**src/rtl/ql_sdram_arbiter.sv**
```systemverilog
// QL SDRAM slot scheduler: alternating video/CPU bus slots on clk21, one access per slot.
// Optional QL_SLOT_STEAL_EN hands idle video slots to the CPU-side requesters.
module ql_sdram_arbiter #(
   parameter int ADDR_W     = 25,
   parameter int SLOT_LEN   = 8,
   parameter int DATA_PHASE = 6
) (
   input  logic              clk,
   input  logic              reset,
   input  logic              vid_req,
   input  logic [ADDR_W-1:0] vid_addr,
   input  logic              mdv_req,
   input  logic [ADDR_W-1:0] mdv_addr,
   input  logic              cpu_req,
   input  logic              cpu_we,
   input  logic [ADDR_W-1:0] cpu_addr,
   input  logic [1:0]        cpu_ds,
   input  logic [15:0]       cpu_din,
   input  logic              dio_req,
   input  logic [ADDR_W-1:0] dio_addr,
   input  logic [15:0]       dio_din,
   output logic              vid_ack,
   output logic              mdv_ack,
   output logic              cpu_ack,
   output logic              dio_ack,
   output logic [15:0]       rd_data,
   output logic              video_cycle,
   output logic              clkref,
   output logic [ADDR_W-1:0] sd_addr,
   output logic              sd_we,
   output logic              sd_oe,
   output logic [1:0]        sd_ds,
   output logic [15:0]       sd_din,
   input  logic [15:0]       sdram_dout
);

   localparam int PH_W = $clog2(SLOT_LEN);
   localparam logic [PH_W-1:0] PH_LAST = PH_W'(SLOT_LEN - 1);
   localparam logic [PH_W-1:0] PH_HALF = PH_W'(SLOT_LEN / 2);
   localparam logic [PH_W-1:0] PH_ACK  = PH_W'(DATA_PHASE - 1);
   localparam logic [PH_W-1:0] PH_DATA = PH_W'(DATA_PHASE);

   // one-hot grant, bit order matches {dio, cpu, mdv, vid}
   localparam logic [3:0] GNT_VID = 4'b0001;
   localparam logic [3:0] GNT_MDV = 4'b0010;
   localparam logic [3:0] GNT_CPU = 4'b0100;
   localparam logic [3:0] GNT_DIO = 4'b1000;

   logic [PH_W-1:0]   phase;
   logic [3:0]        gnt;
   logic [3:0]        gnt_nxt;
   logic              gnt_rd;
   logic [ADDR_W-1:0] addr_nxt;
   logic              we_nxt;
   logic              oe_nxt;
   logic [1:0]        ds_nxt;
   logic [15:0]       din_nxt;

   assign clkref = (phase < PH_HALF);

   always_comb begin
      gnt_nxt = 4'b0000;
      if (video_cycle) begin
         if (mdv_req)
            gnt_nxt = GNT_MDV;
         else if (vid_req)
            gnt_nxt = GNT_VID;
`ifdef QL_SLOT_STEAL_EN
         else if (dio_req)
            gnt_nxt = GNT_DIO;
         else if (cpu_req)
            gnt_nxt = GNT_CPU;
`endif
      end else begin
         if (dio_req)
            gnt_nxt = GNT_DIO;
         else if (cpu_req)
            gnt_nxt = GNT_CPU;
      end
   end

   // Idle slots keep the last address and write data on the bus.
   always_comb begin
      addr_nxt = sd_addr;
      we_nxt   = 1'b0;
      oe_nxt   = 1'b0;
      ds_nxt   = 2'b11;
      din_nxt  = sd_din;
      case (gnt_nxt)
         GNT_VID: begin
            addr_nxt = vid_addr;
            oe_nxt   = 1'b1;
         end
         GNT_MDV: begin
            addr_nxt = mdv_addr;
            oe_nxt   = 1'b1;
         end
         GNT_CPU: begin
            addr_nxt = cpu_addr;
            we_nxt   = cpu_we;
            oe_nxt   = !cpu_we;
            ds_nxt   = cpu_ds;
            din_nxt  = cpu_din;
         end
         GNT_DIO: begin
            addr_nxt = dio_addr;
            we_nxt   = 1'b1;
            din_nxt  = dio_din;
         end
         default: ;
      endcase
   end

   always_ff @(posedge clk or posedge reset) begin
      if (reset) begin
         phase       <= '0;
         video_cycle <= 1'b0;
         gnt         <= 4'b0000;
         gnt_rd      <= 1'b0;
         sd_addr     <= '0;
         sd_we       <= 1'b0;
         sd_oe       <= 1'b0;
         sd_ds       <= 2'b11;
         sd_din      <= '0;
         rd_data     <= '0;
         {dio_ack, cpu_ack, mdv_ack, vid_ack} <= 4'b0000;
      end else begin
         phase <= phase + PH_W'(1);
         if (phase == PH_LAST)
            video_cycle <= !video_cycle;
         if (phase == '0) begin
            gnt     <= gnt_nxt;
            gnt_rd  <= oe_nxt;
            sd_addr <= addr_nxt;
            sd_we   <= we_nxt;
            sd_oe   <= oe_nxt;
            sd_ds   <= ds_nxt;
            sd_din  <= din_nxt;
         end
         // Registered one cycle early so the pulse lines up with DATA_PHASE.
         {dio_ack, cpu_ack, mdv_ack, vid_ack} <= (phase == PH_ACK) ? gnt : 4'b0000;
         if (phase == PH_DATA && gnt_rd)
            rd_data <= sdram_dout;
      end
   end

endmodule

```
**config.mk**
```make
export PLATFORM = sky130hd
export DESIGN_NAME = ql_sdram_arbiter
export DESIGN_NICKNAME = d
export VERILOG_FILES = /design/src/rtl/ql_sdram_arbiter.sv
export SDC_FILE = /design/constraint.sdc
export NUM_CORES = 1
export LEC_CHECK = 0
export BUFFER_PORTS_ARGS = -buffer_cell sky130_fd_sc_hd__clkbuf_2
export CAP_MARGIN = 20
export CORE_AREA = 10 10 105 107
export DETAILED_ROUTE_END_ITERATION = 7
export DIE_AREA = 0 0 115 117
export PLACE_DENSITY = 0.87
export RECOVER_POWER = 25
export SLEW_MARGIN = 20
export SYNTH_ARGS = -nofsm -noshare
export SYNTH_HDL_FRONTEND = slang
export SYNTH_SLANG_ARGS = --single-unit
```
**constraint.sdc**
```tcl
create_clock -name clk -period 6.1 [get_ports clk]
set_clock_uncertainty 0.15 [all_clocks]
set_input_delay 1.525 -clock clk [delete_from_list [all_inputs] [get_ports clk]]
set_output_delay 1.525 -clock clk [all_outputs]
set_load 0.02 [all_outputs]
```
==> metrics.txt <==
outcome complete, no violations; Max Buffers Root-to-Sink 2; clock latency at the later pin of the worst-skew pair 0.33 ns; Clock H-tree levels 3; WHS Path Cells 2; Critical Path Start dio_req; DRT antenna net count 0; die width 115 microns; sw frac 0.306; aggregate global routing overflow 0; min Tclk post-route 3.85 ns; most frequent cells in the layout 223 x clkbuf_2, 70 x dfrtp_1, 39 x o21ai_0; drt wl/cell 21.3 microns; CP top delay family simple AND/OR/NAND/NOR gates; register bit count reported by yosys 73; row cnt 35; leading post-synthesis cells by cell area dfrtp_1 41%, nor4bb_1 5.7%, and3b_1 5.0%, o221ai_1 5.0%, mux2_2 4.7%; antenna violations before repair 0; sequential area share after synthesis 0.420; core footprint 0.00902 sq mm; # diodes 0; Die Span Y 117 microns; design area 0.00567 sq mm; Worst setup endpoint sd_addr[15]; Clock power frac 0.339; Critical Path RT 6.16 ns; Critical Path Source Type primary input; total CTS buffers 9; share of the synthesized area in the top cell type 0.408; GP Congestion 0.843; relative slew slack 0.0901; final worst setup slack 2.25 ns; Crit Path Class primary input to flop; crit-path cells clkbuf_2 -> or3b_2 -> a2111oi_0 -> o31ai_1; Layout area overhead 30.1%; Power per Cell Area 224 mW/mm^2; HPWL Detailed 11500 microns; Crit path depth 4; Port Buffers 223; layout cells sized above 1 0.464; CP max stage delay 1.01 ns; All-Layer GR Usage 0.220; # nets final 761; CP endpoint kind flop; TritonCTS clock tree built; achievable clock frequency 260 MHz; Least-Margin Pin Slew 1.36 ns; CTS Sinks 73; # hold bufs at CTS 0; setup TNS 0 ns; commonest non-fill, non-tap cell in the layout clkbuf_2; Peak VDD IR 0.142 mV; P_leak 2.85 nW; Netlist Area Pre-Place 0.00436 sq mm; number of remaining DRC errors 0; root buf cell clkbuf_8; Clock Pin Slew Worst Setup and Hold Paths 0.09 ns; Final setup viols 0; Synth area leader dfrtp_1; Pre-antenna DRT Iters 5; reg2reg start video_cycle; drt via density 5.95; distinct cell type count after synthesis 33; fin crit share 0.631; synthesized netlist cell count 411; Reg power frac 0.434; Critical Path Fanout Max 56; P_sw 0.388 mW; WP data arrival 3.91 ns; dpl cell area 0.00543 sq mm; final hold vios 0; Avg Cell Area, Syn 10.6 sq um; crit path max-delay cell type or3b_2; via count 4257; Reg2Reg Setup Slack 3.37 ns; number of max-cap violations 0; warnings from Yosys 0; Worst R2R Path Depth 4; worst path bufs/invs 1; Post-Route WL 15200 microns; Tot Pwr 1.27 mW; Internal 0.881 mW; first-pass GRT wire length 24000 microns; Initial Utilization 0.483; Slew Limit Fails 0; CTS resizes 0; unrepaired setup endpoints after global routing no; combinational power share 0.226; total die area 0.0135 sq mm; syn_nets 573; io pins 224; setup slack at placement 1.85 ns; FF-to-FF End sd_addr[14]; largest net degree at the start of global routing 88; # Post-CTS Setup Buffers 0; Hold Path Class flop to flop; Initial DRC Count 286; vias in the first global route 4627
==> per-stage QoR <==
stage	hold slack (ns)	std cells	util
floorplan	0.292	411	-
global placement	0.303	698	0.602
detailed placement	0.312	698	0.602
CTS	0.333	714	0.626
global route	0.377	715	0.628
finish	0.330	715	0.628
==> cells in the mapped netlist <==
cell,count
o21ai_1,2
mux2_2,18
a2111oi_2,3
nor4bb_1,25
or3b_1,2
and3_1,29
xor2_1,1
a21boi_0,1
and3b_1,25
ha_1,5
mux2i_1,17
clkbuf_1,37
inv_1,4
nand2b_1,2
dfrtp_1,71
dfstp_2,2
buf_6,4
o21ai_0,39
o31ai_1,24
o221ai_1,25
nor3_1,25
nor2_1,3
buf_4,3
nand3_1,1
nand3b_1,1
buf_2,8
nor3b_4,1
o31ai_2,1
a2111oi_0,19
nand2_1,8
o22a_4,1
a2111oi_4,3
or3_1,1
==> tightest hold or removal path: cells and delay by family (launching register included) <==
kind,cells,cell delay [ns]
flops,1,0.35
compound gates,1,0.06
simple gates,1,0.05
==> kinds of logic after synthesis <==
logic type,synth area share
buffers and inverters,0.0600
adders and majority gates,0.0144
and+or+nand+nor,0.203
DFF,0.420
xor gates and xnor gates,0.00201
AOI/OAI and AO/OA,0.215
muxes,0.0856
==> layout make-up <==
type                            count  area [sq um]
Clock inverter                      7           101
Tap cell                          111           139
Sequential cell                    73          1830
Fill cell                         756          3360
Inverter                            4          15.0
Multi-Input combinational cell    282          2290
Timing Repair Buffer              229          1160
Clock buffer                        9           124
==> how the worst min path moves through the flow <==
stage / startpoint / endpoint / slack, ns
CTS: gnt[0] / gnt[0] / 0.33
floorplan: gnt[0] / gnt[0] / 0.29
finish: gnt[0] / gnt[0] / 0.33
detailed placement: gnt[0] / gnt[0] / 0.31
global route: sd_ds[1] / sd_ds[1] / 0.38
global placement: gnt[1] / gnt[1] / 0.30
==> state kept, by name (all words and copies together) (netlist names) <==
| signal | flops |
|---|---|
| dio_ack | 1 |
| sd_ds | 2 |
| sd_addr | 25 |
| rd_data | 16 |
| sd_din | 16 |
| video_cycle | 1 |
| gnt | 4 |
| sd_we | 1 |
| vid_ack | 1 |
| cpu_ack | 1 |
| phase | 3 |
| gnt_rd | 1 |
| mdv_ack | 1 |
==> per-layer routing <==
metal / GRT usage / wire length, microns / vias up
li1: - / - / 1989
met1: 0.257 / 5950 / 1999
met2: 0.372 / 7420 / 251
met3: 0.0759 / 1620 / 18
met4: 0.0668 / 230 / 0
met5: 0 / 0 / -
==> power groups by stage <==
stage	Combinational, mW	Sequential (mW)	Clock [mW]
3_3_place_gp	0.280	0.558	0
6_report	0.287	0.551	0.431
5_1_grt	0.312	0.556	0.462
4_1_cts	0.289	0.551	0.438
3_5_place_dp	0.288	0.560	0
2_1_floorplan	0.110	0.608	0
Note: power is estimated with default switching activity, not from simulation.
